**src/rtl/tm1638_ctrl.sv**
```systemverilog
// TM1638 transaction sequencer.
// Keeps a 16-byte shadow of the display RAM. After reset it sends the write-mode
// command, every digit and then display control. After that it sends only the
// bytes that changed and any display on/off or brightness change, one SPI
// transaction at a time.
// Optional periodic full refresh: define TM1638_CTRL_REFRESH_EN.
module tm1638_ctrl #(
  parameter logic [2:0]  INIT_BRIGHTNESS = 3'd7,
  parameter int unsigned REFRESH_CYCLES  = 2_500_000
) (
  input  logic        i_Clk,
  input  logic        i_Rst,
  input  logic        i_Wr_En,
  input  logic [3:0]  i_Wr_Addr,
  input  logic [7:0]  i_Wr_Data,
  input  logic        i_Display_On,
  input  logic [2:0]  i_Brightness,
  input  logic        i_SPI_Busy,
  output logic        o_SPI_Data_Ready,
  output logic [17:0] o_SPI_Data,
  output logic        o_Init_Done,
  output logic        o_Idle,
  output logic        o_Err
);

  typedef enum logic [1:0] {S_IDLE, S_ISSUE, S_WAIT_HI, S_WAIT_LO} state_t;
  typedef enum logic [1:0] {K_MODE, K_DATA, K_CTRL} kind_t;

  state_t      r_State, w_Next;
  logic [7:0]  r_Ram [16];
  logic [15:0] r_Dirty;
  logic        r_Mode_Pend;
  logic        r_Ctrl_Pend;
  logic [3:0]  r_Ctrl_Sent;
  logic [3:0]  r_Ctrl_Snap;
  logic [3:0]  r_Ptr;
  kind_t       r_Kind;
  logic [3:0]  r_Addr;
  logic        r_Wait_Cnt;
  logic [17:0] r_SPI_Data;
  logic        r_Init_Done;
  logic        r_Err;

  logic [3:0]  w_Ctrl_Now;
  logic        w_Ctrl_Pend;
  logic        w_Found;
  logic [3:0]  w_Sel_Addr;
  logic        w_Work;
  kind_t       w_Sel_Kind;
  logic [17:0] w_Sel_Word;
  logic        w_Timeout;
  logic        w_Refresh;

  assign w_Ctrl_Now  = {i_Display_On, i_Brightness};
  assign w_Ctrl_Pend = r_Ctrl_Pend | (w_Ctrl_Now != r_Ctrl_Sent);
  assign w_Work      = r_Mode_Pend | w_Found | w_Ctrl_Pend;
  assign w_Timeout   = (r_State == S_WAIT_HI) & ~i_SPI_Busy & r_Wait_Cnt;

`ifdef TM1638_CTRL_REFRESH_EN
  localparam int unsigned CntW = (REFRESH_CYCLES > 1) ? $clog2(REFRESH_CYCLES) : 1;
  logic [CntW-1:0] r_Refresh_Cnt;

  assign w_Refresh = (r_Refresh_Cnt == CntW'(REFRESH_CYCLES - 1));

  // Free-running refresh timer; its wrap marks everything for resend.
  always_ff @(posedge i_Clk) begin
    if (i_Rst || w_Refresh) r_Refresh_Cnt <= '0;
    else                    r_Refresh_Cnt <= r_Refresh_Cnt + 1'b1;
  end
`else
  assign w_Refresh = 1'b0;
`endif

  // Round-robin search for the first dirty address at or above the pointer.
  always_comb begin
    logic [3:0] idx;
    w_Found    = 1'b0;
    w_Sel_Addr = 4'h0;
    idx        = 4'h0;
    for (int i = 0; i < 16; i++) begin
      idx = r_Ptr + 4'(i);
      if (!w_Found && r_Dirty[idx]) begin
        w_Found    = 1'b1;
        w_Sel_Addr = idx;
      end
    end
  end

  // Work selection: mode command first, then data, then display control.
  always_comb begin
    w_Sel_Kind = K_CTRL;
    w_Sel_Word = {1'b1, 1'b0, 8'h00, (i_Display_On ? (8'h88 | {5'b0, i_Brightness}) : 8'h80)};
    if (r_Mode_Pend) begin
      w_Sel_Kind = K_MODE;
      w_Sel_Word = {1'b1, 1'b0, 8'h00, 8'h44};
    end else if (w_Found) begin
      w_Sel_Kind = K_DATA;
      w_Sel_Word = {1'b1, 1'b1, r_Ram[w_Sel_Addr], 8'hC0 | {4'h0, w_Sel_Addr}};
    end
  end

  // State register.
  always_ff @(posedge i_Clk) begin
    if (i_Rst) r_State <= S_IDLE;
    else       r_State <= w_Next;
  end

  // Next-state logic.
  always_comb begin
    w_Next = r_State;
    unique case (r_State)
      S_IDLE:    if (w_Work && !i_SPI_Busy) w_Next = S_ISSUE;
      S_ISSUE:   w_Next = S_WAIT_HI;
      S_WAIT_HI: begin
        if (i_SPI_Busy)      w_Next = S_WAIT_LO;
        else if (r_Wait_Cnt) w_Next = S_IDLE;
      end
      S_WAIT_LO: if (!i_SPI_Busy) w_Next = S_IDLE;
      default:   w_Next = S_IDLE;
    endcase
  end

  // FSM-decoded outputs.
  always_comb begin
    o_SPI_Data_Ready = (r_State == S_ISSUE);
    o_Idle           = (r_State == S_IDLE) & ~r_Mode_Pend & ~|r_Dirty & ~w_Ctrl_Pend;
  end

  assign o_SPI_Data  = r_SPI_Data;
  assign o_Init_Done = r_Init_Done;
  assign o_Err       = r_Err;

  // Shadow RAM, pending flags and the captured transaction. Later assignments
  // win, so user writes and refresh always override a clear on the same edge.
  always_ff @(posedge i_Clk) begin
    if (i_Rst) begin
      for (int i = 0; i < 16; i++) r_Ram[i] <= 8'h00;
      r_Dirty     <= 16'hFFFF;
      r_Mode_Pend <= 1'b1;
      r_Ctrl_Pend <= 1'b1;
      r_Ctrl_Sent <= {1'b0, INIT_BRIGHTNESS};
      r_Ctrl_Snap <= 4'h0;
      r_Ptr       <= 4'h0;
      r_Kind      <= K_MODE;
      r_Addr      <= 4'h0;
      r_Wait_Cnt  <= 1'b0;
      r_SPI_Data  <= 18'h0;
      r_Init_Done <= 1'b0;
      r_Err       <= 1'b0;
    end else begin
      if (r_State == S_IDLE && w_Next == S_ISSUE) begin
        r_SPI_Data  <= w_Sel_Word;
        r_Kind      <= w_Sel_Kind;
        r_Addr      <= w_Sel_Addr;
        // Remember what was actually sent so a change during issue stays pending.
        r_Ctrl_Snap <= w_Ctrl_Now;
        r_Wait_Cnt  <= 1'b0;
      end
      if (r_State == S_ISSUE) begin
        unique case (r_Kind)
          K_MODE: r_Mode_Pend <= 1'b0;
          K_DATA: begin
            r_Dirty[r_Addr] <= 1'b0;
            r_Ptr           <= r_Addr + 4'h1;
          end
          K_CTRL: begin
            r_Ctrl_Sent <= r_Ctrl_Snap;
            r_Ctrl_Pend <= 1'b0;
          end
          default: ;
        endcase
      end
      if (r_State == S_WAIT_HI && !i_SPI_Busy) r_Wait_Cnt <= 1'b1;
      if (w_Timeout) begin
        r_Err <= 1'b1;
        unique case (r_Kind)
          K_MODE:  r_Mode_Pend     <= 1'b1;
          K_DATA:  r_Dirty[r_Addr] <= 1'b1;
          K_CTRL:  r_Ctrl_Pend     <= 1'b1;
          default: ;
        endcase
      end
      if (r_State == S_WAIT_LO && !i_SPI_Busy && r_Kind == K_CTRL) r_Init_Done <= 1'b1;
      if (w_Refresh) begin
        r_Dirty     <= 16'hFFFF;
        r_Ctrl_Pend <= 1'b1;
      end
      if (i_Wr_En) begin
        r_Ram[i_Wr_Addr]   <= i_Wr_Data;
        r_Dirty[i_Wr_Addr] <= 1'b1;
      end
    end
  end

endmodule
```
**config.mk**
```make
export PLATFORM = sky130hd
export DESIGN_NAME = tm1638_ctrl
export DESIGN_NICKNAME = d
export VERILOG_FILES = /design/src/rtl/tm1638_ctrl.sv
export SDC_FILE = /design/constraint.sdc
export NUM_CORES = 1
export LEC_CHECK = 0
export ABC_AREA = 1
export CELL_PAD_IN_SITES_DETAIL_PLACEMENT = 0
export CELL_PAD_IN_SITES_GLOBAL_PLACEMENT = 1
export CORE_MARGIN = 2
export CORE_UTILIZATION = 25
export DETAILED_ROUTE_END_ITERATION = 12
export PLACE_DENSITY_LB_ADDON = 0.05
export SLEW_MARGIN = 20
export SYNTH_ARGS = -nofsm -noshare
export SYNTH_HDL_FRONTEND = slang
export SYNTH_SLANG_ARGS = --single-unit
export TNS_END_PERCENT = 10
```
**constraint.sdc**
```tcl
create_clock -name i_Clk -period 8 [get_ports i_Clk]
set_input_delay 1.2 -clock i_Clk [delete_from_list [all_inputs] [get_ports i_Clk]]
set_output_delay 1.2 -clock i_Clk [all_outputs]
set_load 0.05 [all_outputs]
```
==> out/metrics.cfg <==
[floorplan]
die_x_um=209.6
fp-row-count=75
fp.dieH_um=209.6
core-area_um2=41850
num_io_pins=42
start_util_pct=25.26
dieArea_um2=43940

[placement]
place_hpwl_mm=26.70
place_area_um2=11340
io_buffer_count=39
gp_congestion=0.7960

[setup_path]
setup.worst_path.end_class=output port
cp_cell_sequence=inv_1 > ha_1 > clkinv_1 > nand3_1 > nand3_1 > nand3_1 > nand2_2 > nand4_1 > nor2_2 > nand4_1 > nor2_1 > nand4_1 > nor2_2 > nand3_1 > nor2_1 > inv_1 > nor4_1 > clkdlybuf4s50_1
r2r_start=r_Ptr[1]$_SDFFE_PP0P_
cp_data_arrival_time_ps=5650
crit_buf_inv=4
critPathKind=reg -> out
crit_top_cell=nand3_1
crit_fanout=17
required_ps=6800
slowest_delay_ps=860
crit_start=r_Ptr[1]$_SDFFE_PP0P_
start_kind=flip-flop
crit_family=simple AND/OR/NAND/NOR gates
worst_path_max_delay_cell=clkdlybuf4s50_1

[pwr]
pwr-share-clk_pct=36.9
p_per_area_nw_per_um2=188.1
seq_power_share_pct=48.7
pwr-share-comb_pct=14.4
power.internal_mw=1.558
power_leakage_nw=5.209
vdd_drop_max_uv=149.7
power_switching_mw=0.6781
p_sw_share_pct=30.33

[finish]
areaGrowthSynthToFinish_pct=12.43
drive_gt1_share_pct=5.312
fin_util_pct=28.39
final_area_um2=11880
final_cell_mix=nand2_1 (376), nor2_1 (196), nand3_1 (168)
final_common_cell=nand2_1
nNetsFinal=1430
insertedDiodeCount=0

[yosys]
synth.distinct_cells=48
ys.flop_type=edfxtp_1
ys_seq_elements=184
yosys.area.top_type_share_pct=36.36
yosysTopAreaCell=edfxtp_1
synthArstFlopShare_pct=0
synth_area_leaders=edfxtp_1 (36%), nand2_1 (13%), dfxtp_1 (11%)
synth_warnings=0
syn_area_um2=10570
synthCells=1394
synth_area_per_cell_um2=7.583
synth-edff-count=128
seq_area_frac_synth_pct=46.97

[timing]
fmax_ghz=0.1461
final-max-slew-violation-count=0
slew_headroom_pct=37.39
worstMarginPinSlew_ps=938.1
setup-violations-final=0
fin_crit_sh_pct=85.57
min_period_ps=6846
hold_violations=0
clock_skew_ps=13.16
rsz0062_at_grt=no
setup_tns_ps=0
hold_slack_ps=462.0

[global_routing]
antenna_found_initial=0
grt_pass1_wl_mm=59.08
grt.met2_usage_pct=28.16
grt_overflow=0
grt_busiest_layer=met2
gr-usage-met3_pct=2.619
met1_usage_pct=26.44
grt_max_degree=61
grt_use_total_pct=18.24
grt_pass1_vias=9058

[clock_tree]
cts_buffers=17
cts.clk_slew.worst_paths_ps=70
cts_tree=built
clk_path_buf_depth=2
postCtsSetupBuffers=0
cts.htree.levels=4
ctsResizeCount=0
clockRootBuffer=clkbuf_16
clkLatencyLatePin_ps=470
cts.sink_count=184
cts-hold-fix-buffers=0

[run_status]
outcome=finished clean

[route]
antenna_left=0
drt_iter0_drc=575
wl_mm=38.57
first_pass_iters=5
post_drt_wl_per_cell_um=19.77
routed-via-count=9127
drc=0
viasPerCell=4.678

[hold_path]
hold_class=reg -> reg
worstHoldStart=r_Ctrl_Snap[1]$_SDFFE_PP0P_

[job]
drv_cap=0

-- routing by layer --
| layer | wire length, um | share of wire [%] |
|---|---|---|
| met5 | 0 | 0 |
| met4 | 705 | 1.8 |
| met3 | 1229 | 3.2 |
| met2 | 16960 | 44 |
| met1 | 19670 | 51 |
-- through the flow --
| stage | power (mW) | setup slack [ps] | std cells |
|---|---|---|---|
| after floorplan | 1.327 | 2697 | 1395 |
| after CTS | 2.271 | 1109 | 1951 |
| final | 2.236 | 1154 | 1951 |
| after global routing | 2.344 | 631.0 | 1951 |
| after detailed placement | 1.439 | 1642 | 1919 |
| after global placement | 1.442 | 1697 | 1919 |
-- synth_stat cells, types with 3 or more instances --
library cell,n
buf_2,22
inv_1,156
a31oi_1,3
o21ai_1,15
o21a_1,3
or2_2,3
ha_1,11
nor2_1,196
xor2_2,3
nand2_2,3
nand4_1,24
clkbuf_1,19
inv_2,6
o211ai_1,7
buf_6,6
nand3b_1,43
nand2_1,376
o21ai_0,52
o22ai_1,3
nand3_1,168
buf_4,14
edfxtp_1,128
clkinv_1,4
a21oi_1,26
xor2_1,5
dfxtp_1,56
a22oi_1,3
nor3_1,4
nor2_2,12
-- layout make-up --
| type | instances | area [um^2] |
|---|---|---|
| timing repair buffer | 48 | 457.9 |
| inverter | 166 | 623.1 |
| fill | 4665 | 29970 |
| sequential | 184 | 4965 |
| tap | 539 | 674.4 |
| multi-input combinational | 982 | 4621 |
| clock inverter | 15 | 117.6 |
| clock buffer | 17 | 425.4 |
-- power by group through the flow --
stage / combinational [mW] / clock [mW] / sequential (mW)
after floorplan: 0.210 / 0 / 1.12
after global routing: 0.365 / 0.883 / 1.10
final: 0.321 / 0.825 / 1.09
after global placement: 0.331 / 0 / 1.11
after detailed placement: 0.328 / 0 / 1.11
after CTS: 0.329 / 0.852 / 1.09
-- logic make-up (layout without fill, tap and decap cells) --
| logic type | after synthesis | count (layout) | synth area share [%] |
|---|---|---|---|
| xor gates and xnor gates | 9 | 9 | 0.9588 |
| DFF | 184 | 184 | 46.97 |
| and+or+nand+nor | 839 | 839 | 34.98 |
| adders and majority gates | 11 | 11 | 1.302 |
| AOI/OAI and AO/OA | 121 | 121 | 6.404 |
| buffers and inverters | 229 | 246 | 9.351 |
| other | 1 | 2 | 0.03548 |
-- worst register-to-register path, cell delays in order, from the launching register on --
cell and delay, ps:
dfxtp_1 700, inv_1 460, ha_1 650, clkinv_1 310
nand3_1 150, nand3_1 130, nand2_1 80, nand2_1 110
nand2_2 70, nor2_2 190, nand4_1 120, nor2_2 200
nand4_2 140, nor2_2 220, nand4_1 140, nor2_2 220
inv_1 60, o21ai_0 150, o21bai_1 120, nand2_1 470
clkinv_1 570, nand3_1 300, nand3_1 200, a21oi_1 180
-- sequential cells by signal, indices dropped and copies added, names as in the netlist --
signal and flops:
o_Err 1, o_Init_Done 1, o_SPI_Data 15, r_Addr 4, r_Ctrl_Pend 1, r_Ctrl_Sent 4, r_Ctrl_Snap 4, r_Dirty 16
r_Kind 2, r_Mode_Pend 1, r_Ptr 4, r_Ram 128, r_State 2, r_Wait_Cnt 1
-- path summary, 6_finish.rpt --
path	endpoint	slack, ps	cells past startpoint
min reg2reg	r_Ctrl_Snap[1]$_SDFFE_PP0P_	460	2
max reg2reg	o_SPI_Data[10]$_SDFFE_PP0P_	2030	23
min	r_Ctrl_Snap[1]$_SDFFE_PP0P_	460	2
max	o_Idle	1150	18
(Power assumes the default switching activity.)
